## config.mk

```make
export PLATFORM = sky130hd
export DESIGN_NAME = module_ula_74181_seq16_flat
export DESIGN_NICKNAME = d
export VERILOG_FILES = /design/src/rtl/module_ula_74181_seq16_pkg.sv /design/src/rtl/module_ula_74181_seq16_if.sv /design/src/rtl/module_ula_74181_seq16_ula.sv /design/src/rtl/module_ula_74181_seq16.sv /design/src/flat_wrapper.sv
export SDC_FILE = /design/constraint.sdc
export NUM_CORES = 1
export LEC_CHECK = 0
export ABC_CLOCK_PERIOD_IN_PS = 3900
export BUFFER_PORTS_ARGS = -buffer_cell sky130_fd_sc_hd__clkbuf_2
export CORE_UTILIZATION = 45
export DETAILED_ROUTE_END_ITERATION = 8
export PLACE_DENSITY = 0.65
export SLEW_MARGIN = 20
export SYNTH_ARGS = -nofsm -noshare
export SYNTH_HDL_FRONTEND = slang
export SYNTH_HIERARCHICAL = 1
export SYNTH_SLANG_ARGS = --single-unit
export TNS_END_PERCENT = 5
```

## constraint.sdc

```tcl
create_clock -name clk -period 3.9 [get_ports clk]
set_input_delay 0.78 -clock clk [delete_from_list [all_inputs] [get_ports clk]]
set_output_delay 0.78 -clock clk [all_outputs]
set_load 0.1 [all_outputs]
```

## src/rtl/module_ula_74181_seq16_pkg.sv

```systemverilog
// Shared constants and types for the nibble-serial 16-bit 74181 ALU.
//   WIDTH   : operand / result width in bits
//   NIBBLES : number of 4-bit slices processed per operation
//   state_t : control FSM states
package pkg_ula_74181;

    localparam int WIDTH   = 16;
    localparam int NIBBLES = 4;

    typedef enum logic [1:0] {
        IDLE = 2'd0,
        RUN  = 2'd1,
        DONE = 2'd2
    } state_t;

endpackage

```

## src/rtl/module_ula_74181_seq16_if.sv

```systemverilog
// Request/response bundle of the nibble-serial 16-bit ALU.
//   master : producer/consumer side (drives request, out_ready)
//   slave  : ALU side (drives in_ready, result, flags, out_valid)
interface module_ula_74181_seq16_if;
    import pkg_ula_74181::*;

    logic             in_valid;
    logic             in_ready;
    logic [WIDTH-1:0] a;
    logic [WIDTH-1:0] b;
    logic [3:0]       s;
    logic             m;
    logic             c_in;
    logic [WIDTH-1:0] f;
    logic             c_out;
    logic             a_eq_b;
    logic             zero;
    logic             out_valid;
    logic             out_ready;

    modport master (
        output in_valid, a, b, s, m, c_in, out_ready,
        input  in_ready, f, c_out, a_eq_b, zero, out_valid
    );

    modport slave (
        input  in_valid, a, b, s, m, c_in, out_ready,
        output in_ready, f, c_out, a_eq_b, zero, out_valid
    );

endinterface

```

## src/rtl/module_ula_74181_seq16_ula.sv

```systemverilog
// Combinational 4-bit 74181-style slice with active-high data and carries.
// Ports: a, b (nibble operands), s (function select), m (1 = logic),
//        c_in (carry in, 1 adds one), f (result), c_out (carry out),
//        a_eq_b (nibble operands equal).
module module_ula_74181 (
    input  logic [3:0] a,
    input  logic [3:0] b,
    input  logic [3:0] s,
    input  logic       m,
    input  logic       c_in,
    output logic [3:0] f,
    output logic       c_out,
    output logic       a_eq_b
);

    logic [3:0] term_p;
    logic [3:0] term_g;
    logic [4:0] sum;
    logic [3:0] logic_f;

    // Every arithmetic function of the part is (A | B.S0 | ~B.S1) plus
    // (A.~B.S2 | A.B.S3) plus carry, so one adder covers all sixteen.
    always_comb begin
        term_p = a | (b & {4{s[0]}}) | (~b & {4{s[1]}});
        term_g = (a & ~b & {4{s[2]}}) | (a & b & {4{s[3]}});
        sum    = {1'b0, term_p} + {1'b0, term_g} + {4'b0000, c_in};
    end

    always_comb begin
        logic_f = 4'h0;
        case (s)
            4'b0000: logic_f = ~a;
            4'b0001: logic_f = ~(a | b);
            4'b0010: logic_f = ~a & b;
            4'b0011: logic_f = 4'h0;
            4'b0100: logic_f = ~(a & b);
            4'b0101: logic_f = ~b;
            4'b0110: logic_f = a ^ b;
            4'b0111: logic_f = a & ~b;
            4'b1000: logic_f = ~a | b;
            4'b1001: logic_f = ~(a ^ b);
            4'b1010: logic_f = b;
            4'b1011: logic_f = a & b;
            4'b1100: logic_f = 4'hF;
            4'b1101: logic_f = a | ~b;
            4'b1110: logic_f = a | b;
            default: logic_f = a;
        endcase
    end

    // Logic mode breaks the carry chain, so c_out is 0 there.
    assign f      = m ? logic_f : sum[3:0];
    assign c_out  = m ? 1'b0 : sum[4];
    assign a_eq_b = (a == b);

endmodule

```

## src/rtl/module_ula_74181_seq16.sv

```systemverilog
// 16-bit 74181-style ALU built from one 4-bit slice reused over four cycles.
// Ports: clk, rst (synchronous, active-high), bus (slave side of the
//        request/response interface: in_valid/in_ready capture an operation,
//        out_valid/out_ready hand back f, c_out, a_eq_b, zero).
module module_ula_74181_seq16
    import pkg_ula_74181::*;
(
    input  logic                          clk,
    input  logic                          rst,
    module_ula_74181_seq16_if.slave       bus
);

    state_t           state_q, state_d;
    logic [1:0]       idx_q, idx_d;
    logic             carry_q, carry_d;
    logic             eq_acc_q, eq_acc_d;
    logic [WIDTH-1:0] a_cap_q, a_cap_d;
    logic [WIDTH-1:0] b_cap_q, b_cap_d;
    logic [3:0]       s_cap_q, s_cap_d;
    logic             m_cap_q, m_cap_d;
    logic [WIDTH-1:0] result_q, result_d;
    logic [WIDTH-1:0] f_q, f_d;
    logic             c_out_q, c_out_d;
    logic             a_eq_b_q, a_eq_b_d;
    logic             zero_q, zero_d;

    logic [3:0] slice_a, slice_b, slice_f;
    logic       slice_c_out, slice_eq;
    logic       last_nibble;

    assign slice_a     = a_cap_q[{idx_q, 2'b00} +: 4];
    assign slice_b     = b_cap_q[{idx_q, 2'b00} +: 4];
    assign last_nibble = (idx_q == 2'(NIBBLES - 1));

    module_ula_74181 u_slice (
        .a      (slice_a),
        .b      (slice_b),
        .s      (s_cap_q),
        .m      (m_cap_q),
        .c_in   (carry_q),
        .f      (slice_f),
        .c_out  (slice_c_out),
        .a_eq_b (slice_eq)
    );

    // State and datapath registers.
    always_ff @(posedge clk) begin
        if (rst) begin
            state_q  <= IDLE;
            idx_q    <= 2'd0;
            carry_q  <= 1'b0;
            eq_acc_q <= 1'b0;
            a_cap_q  <= '0;
            b_cap_q  <= '0;
            s_cap_q  <= 4'h0;
            m_cap_q  <= 1'b0;
            result_q <= '0;
            f_q      <= '0;
            c_out_q  <= 1'b0;
            a_eq_b_q <= 1'b0;
            zero_q   <= 1'b0;
        end else begin
            state_q  <= state_d;
            idx_q    <= idx_d;
            carry_q  <= carry_d;
            eq_acc_q <= eq_acc_d;
            a_cap_q  <= a_cap_d;
            b_cap_q  <= b_cap_d;
            s_cap_q  <= s_cap_d;
            m_cap_q  <= m_cap_d;
            result_q <= result_d;
            f_q      <= f_d;
            c_out_q  <= c_out_d;
            a_eq_b_q <= a_eq_b_d;
            zero_q   <= zero_d;
        end
    end

    // Next-state logic.
    always_comb begin
        state_d = state_q;
        case (state_q)
            IDLE:    if (bus.in_valid)  state_d = RUN;
            RUN:     if (last_nibble)   state_d = DONE;
            DONE:    if (bus.out_ready) state_d = IDLE;
            default:                    state_d = IDLE;
        endcase
    end

    // Datapath next values. The visible outputs only change on the final
    // RUN edge, so they keep the previous result everywhere else.
    always_comb begin
        idx_d    = idx_q;
        carry_d  = carry_q;
        eq_acc_d = eq_acc_q;
        a_cap_d  = a_cap_q;
        b_cap_d  = b_cap_q;
        s_cap_d  = s_cap_q;
        m_cap_d  = m_cap_q;
        result_d = result_q;
        f_d      = f_q;
        c_out_d  = c_out_q;
        a_eq_b_d = a_eq_b_q;
        zero_d   = zero_q;
        case (state_q)
            IDLE: begin
                if (bus.in_valid) begin
                    a_cap_d  = bus.a;
                    b_cap_d  = bus.b;
                    s_cap_d  = bus.s;
                    m_cap_d  = bus.m;
                    carry_d  = bus.c_in;
                    idx_d    = 2'd0;
                    eq_acc_d = 1'b1;
                end
            end
            RUN: begin
                result_d[{idx_q, 2'b00} +: 4] = slice_f;
                carry_d  = slice_c_out;
                eq_acc_d = eq_acc_q & slice_eq;
                idx_d    = idx_q + 2'd1;
                if (last_nibble) begin
                    f_d      = result_d;
                    c_out_d  = slice_c_out;
                    a_eq_b_d = eq_acc_q & slice_eq;
                    zero_d   = (result_d == '0);
                end
            end
            default: ;
        endcase
    end

    // Outputs.
    always_comb begin
        bus.in_ready  = (state_q == IDLE);
        bus.out_valid = (state_q == DONE);
        bus.f         = f_q;
        bus.c_out     = c_out_q;
        bus.a_eq_b    = a_eq_b_q;
        bus.zero      = zero_q;
    end

endmodule

```

## src/flat_wrapper.sv

```systemverilog
// flat-port wrapper written by rule: the top's interface ports become plain ports
module module_ula_74181_seq16_flat import pkg_ula_74181::*;
  (clk, rst, bus_in_valid, bus_a, bus_b, bus_s, bus_m, bus_c_in, bus_out_ready, bus_in_ready, bus_f, bus_c_out, bus_a_eq_b, bus_zero, bus_out_valid);
  module_ula_74181_seq16_if bus_i ();
  input  logic clk;
  input  logic rst;
  input wire logic [$bits(bus_i.in_valid)-1:0] bus_in_valid;
  input wire logic [$bits(bus_i.a)-1:0] bus_a;
  input wire logic [$bits(bus_i.b)-1:0] bus_b;
  input wire logic [$bits(bus_i.s)-1:0] bus_s;
  input wire logic [$bits(bus_i.m)-1:0] bus_m;
  input wire logic [$bits(bus_i.c_in)-1:0] bus_c_in;
  input wire logic [$bits(bus_i.out_ready)-1:0] bus_out_ready;
  output wire logic [$bits(bus_i.in_ready)-1:0] bus_in_ready;
  output wire logic [$bits(bus_i.f)-1:0] bus_f;
  output wire logic [$bits(bus_i.c_out)-1:0] bus_c_out;
  output wire logic [$bits(bus_i.a_eq_b)-1:0] bus_a_eq_b;
  output wire logic [$bits(bus_i.zero)-1:0] bus_zero;
  output wire logic [$bits(bus_i.out_valid)-1:0] bus_out_valid;
  assign bus_i.in_valid = bus_in_valid;
  assign bus_i.a = bus_a;
  assign bus_i.b = bus_b;
  assign bus_i.s = bus_s;
  assign bus_i.m = bus_m;
  assign bus_i.c_in = bus_c_in;
  assign bus_i.out_ready = bus_out_ready;
  assign bus_in_ready = bus_i.in_ready;
  assign bus_f = bus_i.f;
  assign bus_c_out = bus_i.c_out;
  assign bus_a_eq_b = bus_i.a_eq_b;
  assign bus_zero = bus_i.zero;
  assign bus_out_valid = bus_i.out_valid;
  module_ula_74181_seq16 u_core (.clk(clk), .rst(rst), .bus(bus_i));
endmodule
```

### After elaboration in Yosys (flattened, before gate mapping)

Cells that the tools add are included.

* logic and storage cells: 84
* register bits: 78
* output and inout port bits: 21
* input port bits: 42

* add/subtract/negate cells: 4
* equality and inequality tests: 21
* reductions and logical operators: 8
* shift-type cells: 4
* bitwise logic cells: 20
* mux-type cells: 14

Operator list (number)
* $pmux 4 s15: 1
* $shiftx 16x5->4: 2
* $and 4x4->4: 7
* $eq 4x4->1 const B: 7
* $or 4x4->4: 6
* $not 4->4: 5
* $bwmux 16: 1
* $eq 4x3->1 const B: 4
* $logic_not 16->1: 1
* $shift 4x6->16 const A: 1
* $shiftx 4x6->16: 1
* $eq 4x2->1 const B: 2
* $mux 2: 4
* $neg 4->6: 1
* $pmux 2 s3: 1
* $reduce_and 2->1: 3
* $add 4x4->5: 1
* $add 5x1->5: 1
* $eq 2x2->1 const B: 2
* $eq 4x1->1 const B: 1
* $eq 4x4->1: 1
* $logic_not 4->1: 1
* $mux 4: 1
* $ne 2x2->1 const B: 2
* 11 further kinds: 14

### Depth between registers and ports, before layout

Gate-level depths: netlist of run 1.

* word-level depth: 11
* gate-level depth with buffers: 15
* gate-level depth less buffers: 14

### Modules after synthesis

The synthesis of run 1 kept the hierarchy.

By module, submodules not included
* module_ula_74181_seq16: area an instance 3377.0 um^2, sequential area each 1561.5 um^2, times used 1, cells each 387
* module_ula_74181: area an instance 1162.4 um^2, sequential area each 0.0 um^2, times used 1, cells each 162

### Least setup slack after synthesis of run 1

Ideal clock, no wire load.

* kind: register -> register
* from: register u_core.idx_q[0]
* to: register u_core.zero_q (netlist: u_core/bus.zero)
* data required time: 3.804 ns
* setup slack: 0.282 ns
* library setup time: 0.096 ns
* arrival time: 3.522 ns
* clock period less this slack: 3.618 ns
* stages on the path, launching flop included: 15
* buffers on the path: 1
* cell sequence: dfxtp_1 -> buf_6 -> mux4_2 -> ha_1 -> a22oi_1 -> fa_1 -> inv_1 -> fa_1 -> xor2_1 -> o22ai_1 -> a31oi_1 -> or2_2 -> o221ai_1 -> o2111ai_1 -> o41ai_2

* elaborated cells on any way between the ends: 32
* those cells by class: 3 x add/sub; 1 x eq/ne; 4 x shift; 3 x mux; 19 x bitwise; 2 x reduce/logical

RTL lines
* from (decl): RTL line module_ula_74181_seq16.sv:14 `logic [1:0] idx_q, idx_d;`
* from (signal assigned): RTL line module_ula_74181_seq16.sv:64 `idx_q <= idx_d;`
* $shiftx 16x5->4 (*): RTL line module_ula_74181_seq16.sv:31 `assign slice_a = a_cap_q[{idx_q, 2'b00} +: 4];`
* via u_core.slice_a[0]: RTL line module_ula_74181_seq16.sv:27 `logic [3:0] slice_a, slice_b, slice_f;`
* $and 4x4->4 (2 in series): RTL line module_ula_74181_seq16_ula.sv:25 `term_g = (a & ~b & {4{s[2]}}) | (a & b & {4{s[3]}});`
* $or 4x4->4: RTL line module_ula_74181_seq16_ula.sv:25
* $add 4x4->5 (*): RTL line module_ula_74181_seq16_ula.sv:26 `sum = {1'b0, term_p} + {1'b0, term_g} + {4'b0000, c_in};`
* $add 5x1->5 (*): RTL line module_ula_74181_seq16_ula.sv:26
* $mux 4 (*): RTL line module_ula_74181_seq16_ula.sv:52 `assign f = m ? logic_f : sum[3:0];`
* via u_core.slice_f[2]: RTL line module_ula_74181_seq16.sv:27
* $shiftx 4x6->16 (*): RTL line module_ula_74181_seq16.sv:118 `result_d[{idx_q, 2'b00} +: 4] = slice_f;`
* $bwmux 16 (*): RTL line module_ula_74181_seq16.sv:118
* $logic_not 16->1 (*): RTL line module_ula_74181_seq16.sv:126 `zero_d = (result_d == '0);`
* to (signal assigned): RTL line module_ula_74181_seq16.sv:75 `zero_q <= zero_d;`
* to (decl): RTL line module_ula_74181_seq16.sv:25 `logic zero_q, zero_d;`

The timed path passes the listed nets; every way through them passes the cells marked *.
A chain may end at the register's enable or synchronous reset.

### Worst setup path after layout of run 1

* from: register u_core.idx_q[0]
* to: register u_core.zero_q (netlist: u_core/bus.zero)

* longest elaborated chain between the ends: 11
* elaborated cells on any way between the ends: 32
* those cells by class: 3 x add/sub; 1 x eq/ne; 4 x shift; 3 x mux; 19 x bitwise; 2 x reduce/logical

RTL lines
* $shiftx 16x5->4 (*): RTL line module_ula_74181_seq16.sv:32 `assign slice_b = b_cap_q[{idx_q, 2'b00} +: 4];`
* via u_core.slice_b[2]: RTL line module_ula_74181_seq16.sv:27
* $not 4->4: RTL line module_ula_74181_seq16_ula.sv:24, module_ula_74181_seq16_ula.sv:25
* $and 4x4->4 (2 in series): RTL line module_ula_74181_seq16_ula.sv:25
* $or 4x4->4: RTL line module_ula_74181_seq16_ula.sv:25
* $add 4x4->5 (*): RTL line module_ula_74181_seq16_ula.sv:26
* $add 5x1->5 (*): RTL line module_ula_74181_seq16_ula.sv:26
* $mux 4 (*): RTL line module_ula_74181_seq16_ula.sv:52
* via u_core.slice_f[3]: RTL line module_ula_74181_seq16.sv:27
* $shiftx 4x6->16 (*): RTL line module_ula_74181_seq16.sv:118
* $bwmux 16 (*): RTL line module_ula_74181_seq16.sv:118
* $logic_not 16->1 (*): RTL line module_ula_74181_seq16.sv:126

Marks and branches as above.

==> flow_metrics.tcl, run 1 <==
set metrics [dict create \
    outcome "finished, final reports clean" \
    ant_nets 0 \
    initial_utilization 0.464 \
    synthArstFlopShare 0 \
    setup_slack_ps 237 \
    antenna_cells 0 \
    worstSetupPathType "reg2reg" \
    die_area_sq_um 10500 \
    crit_buf_inv 2 \
    core_area_sq_um 9770 \
    antenna_found_initial 0 \
    final.min_clock_period_ps 3660 \
    die_x_um 102 \
    skew_ps 10.0 \
    ctsHtreeMaxLevel 3 \
    finalHoldViolCount 0 \
    r2r_slack_ps 240 \
    hold_depth 2 \
    io_pins 63 \
    synth_top_family_by_area "compound AO/OA/AOI/OAI gates" \
    cts_buffer_depth 2 \
    synth_nets 618 \
    dp_cells 715 \
    pwr_density_cell_nw_per_um2 371 \
    setup_viol 0 \
    grt_overflow 0 \
    synth_area_sq_um 4540 \
    yosys.area.top_type "dfxtp_1" \
    max_freq_mhz 273 \
    synthCells 549 \
    syn_avg_cell_area_sq_um 8.27 \
    synth_compound_area_frac 0.235 \
    port-buffer-count 62 \
    cts_root_buffer "clkbuf_8" \
    maxSlewHeadroom 0.315 \
    crit_top_cell "ha_1" \
    finalPower_w 0.00188 \
    reg2reg_depth 14 \
    clk_latency_ps 350 \
    syn2layout_area_growth_pct 11.8 \
    vias 4123 \
    ys_seq_area_frac 0.344 \
    viasPerCell 5.64 \
    stdcell_count 731 \
    remaining_drc_errors 0 \
    path_max_fanout 6 \
    slowest_stage "mux4_2" \
    startpoint_type "flip-flop" \
    drv_slew 0 \
    cts.sink_count 78 \
    wl_per_cell_um 15.0 \
    rsz0062_at_grt "no" \
    drt_iter0_drc 204 \
    synth_warnings 6 \
    synth_edf_count 0 \
    maxCapViolations 0 \
    crit_chain "buf_4, mux4_2, inv_1, ha_1, nand2_1, o21ai_0, ha_1, a21oi_1, xnor2_1, o221a_1, or2_2, o221ai_1, o2111ai_1, o41ai_2" \
    drive_gt1_frac 0.197 \
    pre_cts_slack_ps 113 \
    clkSlewWorstSetupHoldPaths_ps 80 \
    path_depth 14 \
    grt_pass1_vias 3716 \
    worstMarginPinSlew_ps 1020 \
    hold_path.class "reg2reg" \
    nets 663 \
    synth.ff_latch_count 78 \
    grt_use_total 0.223 \
    p_leak_nw 2.00 \
    synth.top_cells.by_area "dfxtp_1 34%, nand2_1 8.1%, a21oi_1 7.1%" \
    fin_crit_sh 0.939 \
    synthSimpleGateAreaFrac 0.214 \
    synthFlopType "dfxtp_1" \
    dp_hpwl_um 8020 \
    synthAdderAreaFrac 0.0777 \
    ir_drop_uv 220 \
    cts_tree "yes" \
    die_h_um 102 \
    cp_data_arrival_time_ps 3920 \
    drt_wl_total_um 11000 \
    grt_pass1_wl_um 18400 \
    rows 36 \
    crit_family "compound AO/OA/AOI/OAI gates" \
    worst_path_largest_cell_delay_ps 600 \
    required_ps 4160 \
    grt_max_degree 47 \
    fin_setup_tns_ps 0 \
    drt_pre_antenna_iters 5 \
    nFillCells 959 \
    synthMuxAreaShare 0.0485 \
    yosys.cell_types.count 65 \
    synth_xor_area_frac 0.00386 \
    numCtsBuffers 9 \
    place_congestion 0.954 \
    synth_top_area_frac 0.344 \
    end_kind "flip-flop" \
]
## area by class of cell
| class | instances | area (sq um) | area share |
|---|---|---|---|
| tap | 133 | 166 | 0.0328 |
| inverter | 22 | 82.6 | 0.0163 |
| timing repair buffer | 77 | 423 | 0.0834 |
| clock buffer | 10 | 138 | 0.0271 |
| sequential | 78 | 1570 | 0.309 |
| multi-input combinational | 406 | 2640 | 0.520 |
| clock inverter | 5 | 58.8 | 0.0116 |
## layer usage
layer / share of wire / vias up / GRT usage
li1: - / 2048 / -
met1: 0.49 / 1909 / 0.333
met2: 0.43 / 155 / 0.323
met3: 0.067 / 11 / 0.0431
met4: 0.0081 / 0 / 0.0626
met5: 0 / - / 0
## logic make-up (layout without fill, tap and decap cells)
logic type,count (synthesis),count (layout)
XOR/XNOR,2,2
AO/OA/AOI/OAI,161,161
buffers and inverters,65,114
multiplexers,12,12
AND/OR/NAND/NOR,204,204
adder cells (fa/ha/maj),27,27
flip-flops,78,78
## metrics by stage
| stage | utilization | cell area (sq um) | hold slack, ps |
|---|---|---|---|
| after global placement | 0.498 | 4870 | 444 |
| final | 0.519 | 5070 | 458 |
| after detailed placement | 0.498 | 4870 | 450 |
| after global routing | 0.519 | 5070 | 481 |
| after floorplan | - | 4540 | 433 |
| after CTS | 0.518 | 5060 | 460 |
## cells in the final DEF (no fill, tap or decap), types with 3 or more instances in the layout
cell and instances:
nand4_1 4, a221oi_1 3, inv_1 22, o21ai_0 12, clkbuf_2 62, nor3b_1 4
a211oi_1 28, a22o_1 3, nor4_1 3, mux4_2 8, and3_1 4, ha_1 25
a32oi_1 6, a31oi_1 5, a22oi_1 7, clkbuf_8 10, nor2_1 41, nand2_1 98
nor3_1 9, mux2i_1 4, and2_1 3, buf_4 15, dfxtp_1 77, o31ai_1 3
nor2b_1 7, a21oi_1 64, nand3_1 6, o221ai_1 3, o22ai_1 6, nand2b_1 6
## Yosys cell counts, types with 3 or more instances
cell and n:
nand2_1 98, dfxtp_1 78, a21oi_1 64, nor2_1 41, a211oi_1 28, ha_1 25, inv_1 22, clkbuf_1 18
o21ai_0 12, buf_2 11, buf_6 10, nor3_1 9, mux4_2 8, nor2b_1 8, a22oi_1 7, a32oi_1 6
nand2b_1 6, nand3_1 6, o22ai_1 6, a31oi_1 5, nor3b_1 5, and3_1 4, mux2i_1 4, nand4_1 4
a221oi_1 3, a22o_1 3, and2_1 3, buf_4 3, nor4_1 3, o221ai_1 3, o31ai_1 3
## flip-flops by register name, indices dropped and copies added, names as in the netlist
register and flops:
u_core/idx_q 2, u_core/s_cap_q 4, u_core/a_cap_q 16, u_core/bus.zero 1, u_core/b_cap_q 16, u_core/result_q 16
u_core/eq_acc_q 1, u_core/bus.f 16, u_core/state_q 2, u_core/m_cap_q 1, u_core/carry_q 1, u_core/bus.a_eq_b 1
u_core/bus.c_out 1
## path summary, 6_finish.rpt
path                                   startpoint           endpoint
worst max register to register    u_core/idx_q[0]    u_core/bus.zero
worst min register to register  u_core/a_cap_q[2]  u_core/a_cap_q[2]
worst min-delay path            u_core/a_cap_q[2]  u_core/a_cap_q[2]
worst max-delay path              u_core/idx_q[0]    u_core/bus.zero
## repair_timing
item	CTS	global route
setup endpoints to repair	0	1
resized for setup	0	2
endpoints found under the hold margin	0	0
buffers inserted	0	1
hold buffers	0	0
## report_power, final
part | internal, W | leakage, nW | switching [W]
registers | 0.000834 | 0.638 | 0.0000354
logic | 0.000161 | 1.27 | 0.000246
clock network | 0.000311 | 0.0948 | 0.000298
total | 0.00131 | 2.00 | 0.000579
## worst reg2reg max path, delay by kind of cell (launching register included)
family	cells	cell delay [ps]
flip-flops	1	400
XOR/XNOR	1	90
AO/OA/AOI/OAI	6	1280
buffers and inverters	2	280
AND/OR/NAND/NOR	2	400
adder cells (fa/ha/maj)	2	530
multiplexers	1	600
Note: power is estimated with default switching activity, not from simulation.
==> run 2: changes to the inputs <==
--- a/config.mk
+++ b/config.mk
@@ -5,11 +5,11 @@
 export SDC_FILE = /design/constraint.sdc
 export NUM_CORES = 1
 export LEC_CHECK = 0
-export ABC_CLOCK_PERIOD_IN_PS = 3900
+export ABC_CLOCK_PERIOD_IN_PS = 4110
 export BUFFER_PORTS_ARGS = -buffer_cell sky130_fd_sc_hd__clkbuf_2
 export CORE_UTILIZATION = 45
 export DETAILED_ROUTE_END_ITERATION = 8
-export PLACE_DENSITY = 0.65
+export PLACE_DENSITY = 0.63
 export SLEW_MARGIN = 20
 export SYNTH_ARGS = -nofsm -noshare
 export SYNTH_HDL_FRONTEND = slang
==> constraint.sdc (replaced) <==
create_clock -name clk -period 4.11 [get_ports clk]
set_input_delay 0.822 -clock clk [delete_from_list [all_inputs] [get_ports clk]]
set_output_delay 0.822 -clock clk [all_outputs]
set_load 0.1 [all_outputs]
==> flow_metrics.tcl, run 2 (synthesis results as in run 1) <==
set metrics [dict create \
    finalPower_w 0.00187 \
    final.min_clock_period_ps 3750 \
    grt_overflow 0 \
    wl_per_cell_um 15.0 \
    cp_data_arrival_time_ps 4010 \
    drt_iter0_drc 223 \
    place_congestion 0.948 \
    initial_utilization 0.464 \
    grt_use_total 0.225 \
    die_area_sq_um 10500 \
    dp_hpwl_um 7990 \
    die_x_um 102 \
    r2r_slack_ps 360 \
    most-common-layout-cells "98 x nand2_1, 77 x dfxtp_1, 64 x a21oi_1" \
    startpoint_type "flip-flop" \
    numCtsBuffers 9 \
    pre_cts_slack_ps 224 \
    fin_setup_tns_ps 0 \
    remaining_drc_errors 0 \
    fin_crit_sh 0.914 \
    max_freq_mhz 266 \
    r2r-end "u_core/bus.zero" \
    drt_wl_total_um 10900 \
    utilization 0.520 \
    antenna_cells 0 \
    pwr_density_cell_nw_per_um2 367 \
    outcome "finished, final reports clean" \
    ir_drop_uv 228 \
    clkSlewWorstSetupHoldPaths_ps 70 \
    end_kind "flip-flop" \
    grt_pass1_vias 3610 \
    setup_viol 0 \
    reg2reg_depth 13 \
    ctsHtreeMaxLevel 3 \
    grt_max_degree 50 \
    worstMarginPinSlew_ps 740 \
    cts_setup_buffers 0 \
    grt_pass1_wl_um 18400 \
    rows 36 \
    cts-resized-gates 0 \
    min_from "u_core/b_cap_q[13]" \
    ant_nets 0 \
    drv_slew 0 \
    drt_pre_antenna_iters 5 \
    cts_root_buffer "clkbuf_8" \
    cts_tree "yes" \
    finalHoldViolCount 0 \
    skew_ps 9.61 \
    required_ps 4360 \
    r2r-start "u_core/idx_q[1]" \
    hold_depth 2 \
    p_leak_nw 2.01 \
    nets 660 \
    port-buffer-count 62 \
    vias 4078 \
    viasPerCell 5.59 \
    hold_path.class "reg2reg" \
    drive_gt1_frac 0.195 \
    hold_path_end "u_core/b_cap_q[13]" \
    maxCapViolations 0 \
    setup_slack_ps 355 \
    io_pins 63 \
    clk_latency_ps 350 \
    hold_buffers 0 \
    cts.sink_count 78 \
    path_max_fanout 13 \
    core_area_sq_um 9770 \
    cts_buffer_depth 2 \
    worstSetupPathType "reg2reg" \
    maxSlewHeadroom 0.502 \
    layout.cells.most_common "nand2_1" \
    antenna_found_initial 0 \
    rsz0062_at_grt "no" \
    syn2layout_area_growth_pct 12.0 \
    die_h_um 102 \
]
-- run 2: where the power goes --
| part | switching, W | internal [W] |
|---|---|---|
| combinational | 0.000231 | 0.000151 |
| sequential | 0.0000354 | 0.000792 |
| clock | 0.000284 | 0.000375 |
| total | 0.000550 | 0.00132 |
-- run 2: routing by layer --
metal	vias up	wire length, um	GRT usage
li1	2046	-	-
met1	1886	5480	0.337
met2	132	4670	0.324
met3	14	645	0.0458
met4	0	136	0.0615
met5	-	0	0
-- run 2: worst max-delay path by stage --
stage / startpoint / to / depth (start not counted)
finish: u_core/idx_q[1] / u_core/bus.zero / 13
global route: u_core/idx_q[1] / u_core/bus.zero / 13
floorplan: u_core/idx_q[0] / u_core/bus.zero / 14
detailed placement: u_core/idx_q[0] / u_core/bus.zero / 13
global placement: u_core/idx_q[0] / u_core/bus.zero / 13
CTS: u_core/idx_q[0] / u_core/bus.zero / 13
-- run 2: cell type report --
type                    instances  area [sq um]
multi-input cells             406          2640
fillers                       988          4690
clock buffers                  11           151
clock inverters                 5          81.3
inverters                      22          82.6
flip-flops and latches         78          1560
well taps                     133           166
repair buffers                 74           400
-- run 2: per-stage QoR --
step / hold slack (ps) / cells / cell area (sq um)
2_1_floorplan: 433 / 549 / 4540
3_3_place_gp: 444 / 713 / 4850
3_5_place_dp: 447 / 713 / 4850
4_1_cts: 457 / 729 / 5080
5_1_grt: 480 / 729 / 5080
6_report: 458 / 729 / 5080
-- run 2: worst max-delay path: stages (launching register included) --
cell and delay [ps]:
dfxtp_1 650, mux4_2 480, ha_1 270, a22oi_1 200, fa_1 200, inv_1 70
fa_1 390, xor2_1 160, o22ai_1 160, a31oi_1 90, or2_2 350, o221ai_1 180
o2111ai_1 150, o41ai_2 300
==> run 3: changes to the inputs <==
==> constraint.sdc (replaced) <==
create_clock -name clk -period 4.11 [get_ports clk]
set_input_delay 0.2055 -clock clk [delete_from_list [all_inputs] [get_ports clk]]
set_output_delay 0.2055 -clock clk [all_outputs]
set_load 0.1 [all_outputs]
==> flow_metrics.tcl, run 3 (synthesis results as in run 1) <==
set metrics [dict create \
    nets 660 \
    crit_buf_inv 2 \
    required_ps 4380 \
    grt_max_degree 50 \
    crit_top_cell "inv_1" \
    clkPwrFrac 0.301 \
    die_area_sq_um 10500 \
    p_leak_nw 1.98 \
    startpoint_type "flip-flop" \
    most-common-layout-cells "98 x nand2_1, 77 x dfxtp_1, 64 x a21oi_1" \
    clkSlewWorstSetupHoldPaths_ps 80 \
    outcome "finished, final reports clean" \
    worst_path_largest_cell_delay_ps 670 \
    die_h_um 102 \
    clk_latency_ps 350 \
    p_int_w 0.00119 \
    syn2layout_area_growth_pct 10.7 \
    crit_family "compound AO/OA/AOI/OAI gates" \
    cts-resized-gates 0 \
    final.min_clock_period_ps 3750 \
    drive_gt1_frac 0.192 \
    crit_chain "mux4_2, inv_1, ha_1, a22oi_1, fa_1, inv_1, a21o_1, a21oi_1, xnor2_1, o221a_1, or2_2, o221ai_1, o2111ai_1, o41ai_2" \
    swShare 0.313 \
    cts.sink_count 78 \
    fin_setup_tns_ps 0 \
    layout.cells.most_common "nand2_1" \
    hold_buffers 0 \
    core_area_sq_um 9770 \
    drt_pre_antenna_iters 5 \
    die_x_um 102 \
    slowest_stage "dfxtp_1" \
    cts_root_buffer "clkbuf_8" \
    worstMarginPinSlew_ps 709 \
    ir_drop_uv 207 \
    switchingPower_w 0.000542 \
    end_kind "flip-flop" \
    grt_use_total 0.228 \
    path_max_fanout 13 \
    grt_pass1_wl_um 18500 \
    viasPerCell 5.62 \
    antenna_cells 0 \
    drv_slew 0 \
    vias 4085 \
    remaining_drc_errors 0 \
    drt_wl_total_um 11100 \
    ctsHtreeMaxLevel 3 \
    maxSlewHeadroom 0.523 \
    hold_path.class "in2reg" \
    rows 36 \
    ant_nets 0 \
    finalHoldViolCount 0 \
    fin_crit_sh 0.912 \
    antenna_found_initial 0 \
    p_seq_frac 0.479 \
    wl_per_cell_um 15.3 \
    p_comb_frac 0.221 \
    dp_cells 713 \
    port-buffer-count 62 \
    grt_pass1_vias 3695 \
    max_freq_mhz 267 \
    stdcell_count 727 \
    initial_utilization 0.464 \
    place_congestion 0.947 \
    grt_overflow 0 \
    dp_hpwl_um 7980 \
    cts_setup_buffers 0 \
    cts_buffer_depth 2 \
    numCtsBuffers 9 \
    pwr_density_cell_nw_per_um2 344 \
    skew_ps 12.5 \
    drt_iter0_drc 221 \
    io_pins 63 \
    cts_tree "yes" \
    maxCapViolations 0 \
    rsz0062_at_grt "no" \
    final_area_sq_um 5020 \
    placed_area_sq_um 4850 \
    cp_data_arrival_time_ps 4020 \
    setup_viol 0 \
    worstSetupPathType "reg2reg" \
]
==> run 3: cell count changes in the layout (fill, tap and decap cells not counted), sizes merged <==
cell,previous run,this run
bufinv,2,0
==> run 3: worst reg2reg max path, stage by stage, from the launching register on <==
cell and delay, ps:
dfxtp_1 670, mux4_2 470, inv_1 150, ha_1 230, a22oi_1 100, fa_1 380
inv_1 110, a21o_1 120, a21oi_1 70, xnor2_1 130, o221a_1 300, or2_2 330
o221ai_1 180, o2111ai_1 150, o41ai_2 280
==> run 3: final timing paths <==
kind | cells after the start | startpoint | to | slack [ps]
max | 14 | u_core/idx_q[1] | u_core/bus.zero | 360
min reg2reg | 2 | u_core/a_cap_q[3] | u_core/a_cap_q[3] | 460
min | 3 | bus_s[2] | u_core/s_cap_q[2] | 70
max reg2reg | 14 | u_core/idx_q[1] | u_core/bus.zero | 360
==> run 3: area by class of cell <==
cell class	instances	area (sq um)
well taps	133	166
fillers	972	4750
multi-input cells	406	2640
inverters	22	82.6
clock inverters	3	21.3
clock buffers	11	151
flip-flops and latches	78	1560
repair buffers	74	400
==> run 3: through the flow <==
stage                     utilization  power, W  setup WS [ps]  hold slack (ps)
after CTS                       0.514   0.00174            203             51.7
after global routing            0.514   0.00183           29.3             52.4
after global placement          0.496   0.00121            357              429
final                           0.514   0.00173            361             69.3
after floorplan                     -   0.00112            492              341
after detailed placement        0.496   0.00122            214              435
==> run 3: power by group through the flow <==
stage          clock, W  combinational (W)  sequential (W)
6_report       0.000521           0.000382        0.000828
5_1_grt        0.000572           0.000425        0.000834
3_3_place_gp          0           0.000370        0.000844
4_1_cts        0.000539           0.000376        0.000827
3_5_place_dp          0           0.000374        0.000845
2_1_floorplan         0           0.000295        0.000828
==> run 3: per-layer routing <==
layer	share of wire	vias up	global-route usage
met5	0	-	0
met4	0.018	0	0.0846
met3	0.047	22	0.0424
met2	0.43	113	0.325
met1	0.51	1907	0.340
li1	-	2043	-
